<file path="config.mk">
export PLATFORM = sky130hd
export DESIGN_NAME = irq_ctrl_flat
export DESIGN_NICKNAME = d
export VERILOG_FILES = /design/src/rtl/irq_ctrl_if.sv /design/src/rtl/irq_ctrl.sv /design/src/flat_wrapper.sv
export SDC_FILE = /design/constraint.sdc
export NUM_CORES = 1
export LEC_CHECK = 0
export CAP_MARGIN = 20
export CORE_UTILIZATION = 44
export DETAILED_ROUTE_END_ITERATION = 7
export MAX_ROUTING_LAYER = met4
export PLACE_DENSITY = 0.85
export SYNTH_ARGS = -nofsm -noshare
export SYNTH_HDL_FRONTEND = slang
export SYNTH_SLANG_ARGS = --single-unit
</file>
<file path="constraint.sdc">
create_clock -name clk -period 3.8 [get_ports clk]
set_clock_uncertainty 0.15 [all_clocks]
set_input_delay 0.76 -clock clk [delete_from_list [all_inputs] [get_ports clk]]
set_output_delay 0.76 -clock clk [all_outputs]
set_load 0.005 [all_outputs]
</file>
<file path="src/rtl/irq_ctrl_if.sv">
// Bridge-side slave bus for irq_ctrl: window select, word offset, write strobe,
// byte enables, write data and combinational read data.
interface irq_ctrl_if;
  logic        sel;
  logic [2:0]  addr;
  logic        we;
  logic [3:0]  byteen;
  logic [31:0] wdata;
  logic [31:0] rdata;

  modport master (output sel, addr, we, byteen, wdata, input rdata);
  modport slave  (input sel, addr, we, byteen, wdata, output rdata);
endinterface

</file>
<file path="src/rtl/irq_ctrl.sv">
// Interrupt controller: synchronised level/edge sources, software mask, registered HWInt vector.
// Optional macro IRQC_PRIORITY_EN adds a lowest-index-wins priority readout at offset 4.
module irq_ctrl #(
  parameter int unsigned N_SRC       = 6,
  parameter int unsigned SYNC_STAGES = 2
) (
  input  logic             clk,
  input  logic             reset,
  input  logic [N_SRC-1:0] src,
  irq_ctrl_if.slave        bus,
  output logic [5:0]       hwint,
  output logic             irq_any
);

  logic [N_SRC-1:0] sync_q [SYNC_STAGES];
  logic [N_SRC-1:0] syn;
  logic [N_SRC-1:0] prev;
  logic [N_SRC-1:0] rise;
  logic [N_SRC-1:0] pend;
  logic [N_SRC-1:0] mask;
  logic [N_SRC-1:0] mode;
  logic [N_SRC-1:0] clr;
  logic [N_SRC-1:0] active;
  logic [5:0]       hw_next;
  logic             wr_ok;
  logic [31:0]      prio;
  logic [31:0]      rd;
  logic             unused_wdata;

  always_ff @(posedge clk or negedge reset) begin
    if (!reset) begin
      for (int unsigned i = 0; i < SYNC_STAGES; i++) sync_q[i] <= '0;
    end else begin
      sync_q[0] <= src;
      for (int unsigned i = 1; i < SYNC_STAGES; i++) sync_q[i] <= sync_q[i-1];
    end
  end

  assign syn    = sync_q[SYNC_STAGES-1];
  assign rise   = syn & ~prev;
  assign wr_ok  = bus.sel & bus.we & (bus.byteen == 4'b1111);
  assign clr    = (wr_ok && bus.addr == 3'd0) ? bus.wdata[N_SRC-1:0] : '0;
  assign active = pend & mask;

  always_comb begin
    hw_next = '0;
    hw_next[N_SRC-1:0] = active;
  end

  always_ff @(posedge clk or negedge reset) begin
    if (!reset) begin
      prev  <= '0;
      pend  <= '0;
      mask  <= '0;
      mode  <= '0;
      hwint <= '0;
    end else begin
      prev  <= syn;
      hwint <= hw_next;
      // Edge bits: a new edge beats a simultaneous W1C; level bits track syn.
      pend  <= (mode & ((pend & ~clr) | rise)) | (~mode & syn);
      if (wr_ok && bus.addr == 3'd1) mask <= bus.wdata[N_SRC-1:0];
      if (wr_ok && bus.addr == 3'd2) mode <= bus.wdata[N_SRC-1:0];
    end
  end

  assign irq_any = |hwint;

`ifdef IRQC_PRIORITY_EN
  always_comb begin
    logic found;
    found = 1'b0;
    prio  = '0;
    for (int unsigned i = 0; i < N_SRC; i++) begin
      if (active[i] && !found) begin
        found     = 1'b1;
        prio[2:0] = 3'(i);
      end
    end
    prio[31] = |active;
  end
`else
  assign prio = '0;
`endif

  always_comb begin
    rd = '0;
    if (bus.sel) begin
      case (bus.addr)
        3'd0:    rd[N_SRC-1:0] = pend;
        3'd1:    rd[N_SRC-1:0] = mask;
        3'd2:    rd[N_SRC-1:0] = mode;
        3'd3:    rd[N_SRC-1:0] = syn;
        3'd4:    rd = prio;
        default: rd = '0;
      endcase
    end
  end

  assign bus.rdata    = rd;
  assign unused_wdata = ^bus.wdata[31:N_SRC];

endmodule
</file>
<file path="src/flat_wrapper.sv">
// flat-port wrapper written by rule: the top's interface ports become plain ports
module irq_ctrl_flat 
#(
  parameter int unsigned N_SRC       = 6,
  parameter int unsigned SYNC_STAGES = 2
)
  (clk, reset, src, hwint, irq_any, bus_sel, bus_addr, bus_we, bus_byteen, bus_wdata, bus_rdata);
  irq_ctrl_if bus_i ();
  input  logic clk;
  input  logic reset;
  input  logic [N_SRC-1:0] src;
  output logic [5:0] hwint;
  output logic irq_any;
  input wire logic [$bits(bus_i.sel)-1:0] bus_sel;
  input wire logic [$bits(bus_i.addr)-1:0] bus_addr;
  input wire logic [$bits(bus_i.we)-1:0] bus_we;
  input wire logic [$bits(bus_i.byteen)-1:0] bus_byteen;
  input wire logic [$bits(bus_i.wdata)-1:0] bus_wdata;
  output wire logic [$bits(bus_i.rdata)-1:0] bus_rdata;
  assign bus_i.sel = bus_sel;
  assign bus_i.addr = bus_addr;
  assign bus_i.we = bus_we;
  assign bus_i.byteen = bus_byteen;
  assign bus_i.wdata = bus_wdata;
  assign bus_rdata = bus_i.rdata;
  irq_ctrl #(.N_SRC(N_SRC), .SYNC_STAGES(SYNC_STAGES)) u_core (.clk(clk), .reset(reset), .src(src), .bus(bus_i), .hwint(hwint), .irq_any(irq_any));
endmodule
</file>
==> results of run 1 <==
==> flip-flops by register name (all words and copies together) (netlist names) <==
| register | count |
|---|---|
| u_core.hwint | 6 |
| u_core.mask | 6 |
| u_core.mode | 6 |
| u_core.pend | 6 |
| u_core.prev | 6 |
| u_core.syn | 6 |
| u_core.sync_q | 6 |
==> cells by family (layout without fill, tap and decap cells) <==
family          after synthesis  count (layout)  share of synthesized area (%)
buf+inv                      31              45                           11.9
simple gates                 37              37                           12.9
mux                          23              23                           14.0
flops                        42              42                           56.1
compound gates               11              11                           4.88
other cells                   1              26                          0.200
==> stage by stage <==
| step | setup WS [ps] | cell area (um^2) | utilization, % | power (uW) | std cells |
|---|---|---|---|---|---|
| 2_1_floorplan | 1450 | 1970 | - | 545 | 170 |
| 3_3_place_gp | 440 | 2160 | 53.7 | 575 | 226 |
| 3_5_place_dp | 443 | 2160 | 53.7 | 578 | 226 |
| 4_1_cts | 440 | 2270 | 56.4 | 913 | 234 |
| 5_1_grt | 336 | 2270 | 56.4 | 941 | 234 |
| 6_report | 450 | 2270 | 56.4 | 905 | 234 |
==> metal layers <==
| layer | up-vias | wire (um) |
|---|---|---|
| met1 | 558 | 1390 |
| met5 | - | 0 |
| met3 | 4 | 141 |
| met4 | 0 | 29 |
| li1 | 538 | - |
| met2 | 35 | 1600 |
==> worst max-delay path, delay by kind of cell <==
kind	cells	cell delay, ps
compound gates	1	190
simple gates	2	520
buf+inv	2	970
==> cell usage after synthesis, drive strengths merged (2+ instances only) <==
master / instances
mux2: 12
nor4: 3
mux2i: 10
nor2: 2
and2: 12
o22ai: 5
dfrtp: 42
nand4: 7
nand2: 8
a32o: 6
buf: 29
==> final timing paths <==
| kind | endpoint | cells after the start |
|---|---|---|
| setup / recovery | bus_rdata[0] | 5 |
| hold / removal | u_core.syn[2]$_DFF_PN0_ | 0 |
| setup reg to reg | u_core.mode[3]$_DFFE_PN0P_ | 1 |
| hold reg to reg | u_core.syn[2]$_DFF_PN0_ | 0 |
| max in group asynchronous | u_core.prev[0]$_DFF_PN0_ | 1 |
| min in group asynchronous | u_core.mode[1]$_DFFE_PN0P_ | 1 |
==> area by class of cell <==
class                      count  area share (%)
clock buffer                   5            3.03
clock inverter                 3            1.76
inverter                       1           0.165
multi-input combinational     97            30.5
sequential                    42            46.3
tap                           50            2.75
timing repair buffer          36            15.5
==> power by group through the flow <==
stage                     registers, uW  logic (uW)  clock network, uW
after floorplan                     485        60.2                  0
after global placement              487        87.5                  0
after detailed placement            489        89.2                  0
after CTS                           480        89.5                344
after global routing                483        98.8                360
final                               480        88.2                336
==> run_results.csv, run 1 <==
group,metric,value,unit
cts,clk_latency,290,ps
synthesis,yosysTopAreaCell,"dfrtp_1",
worst_setup_path,critPathCaptureType,"primary output",
timing,fin_crit_sh,88.2,%
drt,first_pass_iters,4,
cts,cts_buffer_depth,2,
worst_setup_path,cp_common_cell,"clkdlybuf4s50_1",
drt,drcViolationCount,0,
grt,grt_max_degree,43,
cts,post-cts-setup-buffers,0,
die,io_pins,88,
cts,cts.root.buffer_cell,"clkbuf_8",
worst_setup_path,cp_data_arrival_time,2440,ps
pwr,p_seq_share,53.1,%
synthesis,syn-instance-count,145,
pwr,power.switching,197,uW
cells_and_area,nets,232,
synthesis,synth.area.top_cells,"dfrtp_1, buf_4, mux2_2",
pwr,switching_share,21.7,%
die,initial_core_util,46.5,%
worst_setup_path,rr_startpoint,"u_core.mode[3]$_DFFE_PN0P_",
cells_and_area,nFillCells,351,
timing,period_needed,3350,ps
synthesis,ys_seq_elements,42,
die,die_h,67.2,um
synthesis,synth_area,1870,um^2
cells_and_area,area.growth.synth_to_final,21.3,%
synthesis,yosysTopAreaCellShare,56.1,%
status,status,"finished clean",
timing,setup_viol,0,
cts,holdBufCountCts,0,
timing,timing_max_transition_violations_final,0,
drt,viasPerCell,4.85,
worst_setup_path,crit_path_start_kind,"input port",
grt,grt_pass1_wl,5120,um
drt,antenna_left,0,
grt,grt_use_met3,5.07,%
worst_setup_path,worstSetupPathType,"input port to primary output",
synthesis,seq_area_frac_synth,56.1,%
timing,worst_pin_slew,900,ps
synthesis,async_flop_share,100,%
placement,dp_hpwl,2350,um
worst_setup_path,slowest_delay,510,ps
synthesis,synth_edf_count,0,
timing,tns,0,ps
grt,grt_pass1_vias,1105,
pwr,vdd_drop_max,0.246,mV
grt,overflow,0,
worst_setup_path,cp-startpoint,"bus_addr[1]",
cts,post_cts_resized,0,
cells_and_area,drive_gt1_share,13.0,%
pwr,internal-power,708,uW
hold_path,min_from,"u_core.sync_q[8]$_DFF_PN0_",
synthesis,synth_ff_type,"dfrtp_1",
timing,hold_violations,0,
worst_setup_path,cpMaxStageDelayCell,"clkdlybuf4s50_1",
worst_setup_path,rrSetupSlack,2850,ps
drt,routedWlPerCell,13.5,um
cells_and_area,final_common_cell,"dfrtp_1",
grt,grt.total_usage,16.5,%
drt,wirelength,3160,um
grt,grt_busiest_layer,"met2",
die,die_area,4520,um^2
cts,cts_buffers,5,
synthesis,syn_area_per_cell,12.9,um^2
worst_setup_path,cp_data_required_time,2890,ps
drt,dr.first_iter.drc_count,35,
cells_and_area,diodes,0,
worst_setup_path,worstPathCellList,"clkdlybuf4s50_1, or2_1, o22ai_1, and2_1, clkdlybuf4s50_1",
placement,port_buffers,35,
pwr,power_frac_comb,9.8,%
timing,fmax,0.298,GHz
die,core,4030,um^2
timing,slew_headroom,40.0,%
worst_setup_path,cp_max_fo,6,
cts,cts_tree,"done",
cells_and_area,multi_input_area,692,um^2
pwr,clock_power_share,37.2,%
cells_and_area,seqCellArea,1050,um^2
run,cap_violations,0,
pwr,power_density,398,nW/um^2
die,die_w,67.2,um
synthesis,yosysWarnings,0,
grt,antenna_found_initial,0,
grt,use_met1,19.6,%
die,rows,23,
cts,h-tree-depth,2,
placement,gp_congestion,0.743,
hold_path,hold_path_class,"flip-flop to flip-flop",
cts,clkSinkCount,42,
synthesis,synth_cell_type_count,24,
pwr,leakagePower,0.00104,uW
cells_and_area,mostFrequentLayoutCells,"dfrtp_1, clkdlybuf4s50_1, conb_1",
drt,vias,1135,
grt,met2_usage,27.4,%
timing,rsz0062_at_grt,"no",
timing,holdWs,203,ps
cts,path_clk_slew,70,ps
(Power assumes the default switching activity.)
==> run 2, diff against run 1 <==
- ABC_CLOCK_PERIOD_IN_PS: default -> 3800
- SETUP_SLACK_MARGIN: default -> 0.5
==> run 2 against run 1 <==
  * Sequential share of layout area decreased by 0.45 points
  * Power grew 0.19%
  * Combinational power increased by 2%
  * Cell count rose by 0.43%
  * Critical path type unchanged
==> run_results.csv, run 2 (synthesis results as in run 1) <==
group,metric,value,unit
hold_path,hold_end,"u_core.syn[2]$_DFF_PN0_",
pwr,clock_power_share,37.1,%
worst_setup_path,rr_startpoint,"u_core.mode[3]$_DFFE_PN0P_",
drt,drcViolationCount,0,
pwr,internal-power,709,uW
drt,first_pass_iters,4,
die,initial_core_util,46.5,%
cells_and_area,mostFrequentLayoutCells,"dfrtp_1, clkdlybuf4s50_1, conb_1",
timing,timing_max_transition_violations_final,0,
cells_and_area,nets,233,
die,die_w,67.2,um
placement,port_buffers,35,
cts,h-tree-depth,2,
timing,period_needed,3170,ps
worst_setup_path,rrSetupSlack,2850,ps
hold_path,hold_path_class,"flip-flop to flip-flop",
drt,antenna_left,0,
cts,path_clk_slew,70,ps
pwr,power_density,395,nW/um^2
cells_and_area,final_cell_area,2290,um^2
worst_setup_path,cp_data_required_time,2890,ps
worst_setup_path,rr_worst_depth,1,
pwr,vdd_drop_max,0.246,mV
die,rows,23,
die,die_h,67.2,um
grt,grt_pass1_wl,5150,um
timing,tns,0,ps
grt,grt_max_degree,43,
pwr,leakagePower,0.00107,uW
timing,hold_violations,0,
grt,antenna_found_initial,0,
drt,vias,1141,
cells_and_area,fin_util,56.9,%
timing,slew_headroom,40.1,%
pwr,power_frac_comb,9.9,%
worst_setup_path,critPathCaptureType,"primary output",
cts,cts.root.buffer_cell,"clkbuf_8",
drt,dr.first_iter.drc_count,39,
cts,cts_buffers,5,
pwr,power.switching,197,uW
hold_path,hold_depth,0,
worst_setup_path,cp_max_fo,6,
cells_and_area,drive_gt1_share,15.1,%
cts,cts_buffer_depth,2,
cells_and_area,final_common_cell,"dfrtp_1",
cts,cts_tree,"done",
worst_setup_path,crit_path_start_kind,"input port",
timing,rsz0062_at_grt,"no",
status,status,"finished clean",
drt,routedWlPerCell,13.6,um
drt,wirelength,3190,um
drt,viasPerCell,4.86,
timing,setup_viol,0,
grt,grt_pass1_vias,1119,
worst_setup_path,cp_data_arrival_time,2260,ps
die,io_pins,88,
cts,clkSinkCount,42,
cells_and_area,nFillCells,349,
timing,worst_pin_slew,899,ps
cts,holdBufCountCts,0,
die,core,4030,um^2
placement,gp_congestion,0.743,
hold_path,min_from,"u_core.sync_q[8]$_DFF_PN0_",
run,cap_violations,0,
grt,grt.total_usage,16.7,%
worst_setup_path,worstSetupPathType,"input port to primary output",
cells_and_area,area.growth.synth_to_final,22.5,%
grt,overflow,0,
worst_setup_path,r2r-end,"u_core.mode[3]$_DFFE_PN0P_",
placement,dpl_cell_area,2160,um^2
cells_and_area,diodes,0,
timing,fin_crit_sh,83.5,%
pwr,switching_share,21.8,%
cts,clk_latency,290,ps
die,die_area,4520,um^2
pwr,p_seq_share,53.0,%
placement,dp_hpwl,2350,um
timing,fmax,0.315,GHz
[run 2: cell types whose count changed in the layout (fill, tap and decap cells not counted)]
cell,previous run,this run
nand2b_2,0,1
clkdlybuf4s50_1,34,31
nor2b_1,1,0
or2_4,0,1
dlygate4sd2_1,0,1
nand2b_1,1,0
nor2b_2,0,1
or2_1,1,0
buf_6,0,1
dlymetal6s2s_1,0,2
[run 2: cell type report]
class	instances	area [um^2]	share of cell area, %
clock buffers	5	68.8	3.00
flip-flops and latches	42	1050	45.8
well taps	50	62.6	2.73
inverters	1	3.75	0.164
repair buffers	37	368	16.0
multi-input cells	97	699	30.5
clock inverters	3	40.0	1.75
[run 2: critical path, stage by stage]
cell and delay [ps]:
clkdlybuf4s50_1 490, nor2b_2 310, and2_1 200, clkdlybuf4s50_1 510
[run 2: power groups by stage]
stage               registers [uW]  clock network, uW  logic [uW]
global route                   483                360         101
detailed placement             489                  0        89.2
finish                         480                336        90.2
floorplan                      485                  0        60.2
global placement               487                  0        87.5
CTS                            480                344        90.4
[run 2: metal layers]
layer / vias up / global-route usage (%) / share of wire [%]
li1: 537 / - / -
met1: 559 / 19.5 / 44
met2: 39 / 27.6 / 50
met3: 6 / 5.07 / 4.1
met4: 0 / 4.79 / 1.5
met5: - / - / 0
[run 2: what timing repair did]
action                                  4_1_cts  5_1_grt
pin swaps                                     0        1
setup buffers                                 0        1
resized for setup                             4        3
endpoints found under the setup margin        6        5
[run 2: worst max-delay path by stage]
stage | from | endpoint | slack [ps]
3_3_place_gp | bus_addr[0] | bus_rdata[1] | 440
4_1_cts | bus_addr[2] | bus_rdata[0] | 500
2_1_floorplan | bus_addr[0] | bus_rdata[0] | 1450
6_report | bus_sel | bus_rdata[0] | 630
3_5_place_dp | bus_addr[0] | bus_rdata[5] | 440
5_1_grt | bus_sel | bus_rdata[0] | 580
[run 2: per-stage QoR]
step	setup WS (ps)	std cells	power (uW)	hold slack, ps
after floorplan	1450	170	545	181
after global placement	440	226	575	182
after detailed placement	443	226	578	188
after CTS	495	234	914	205
after global routing	575	235	943	217
final	628	235	906	203
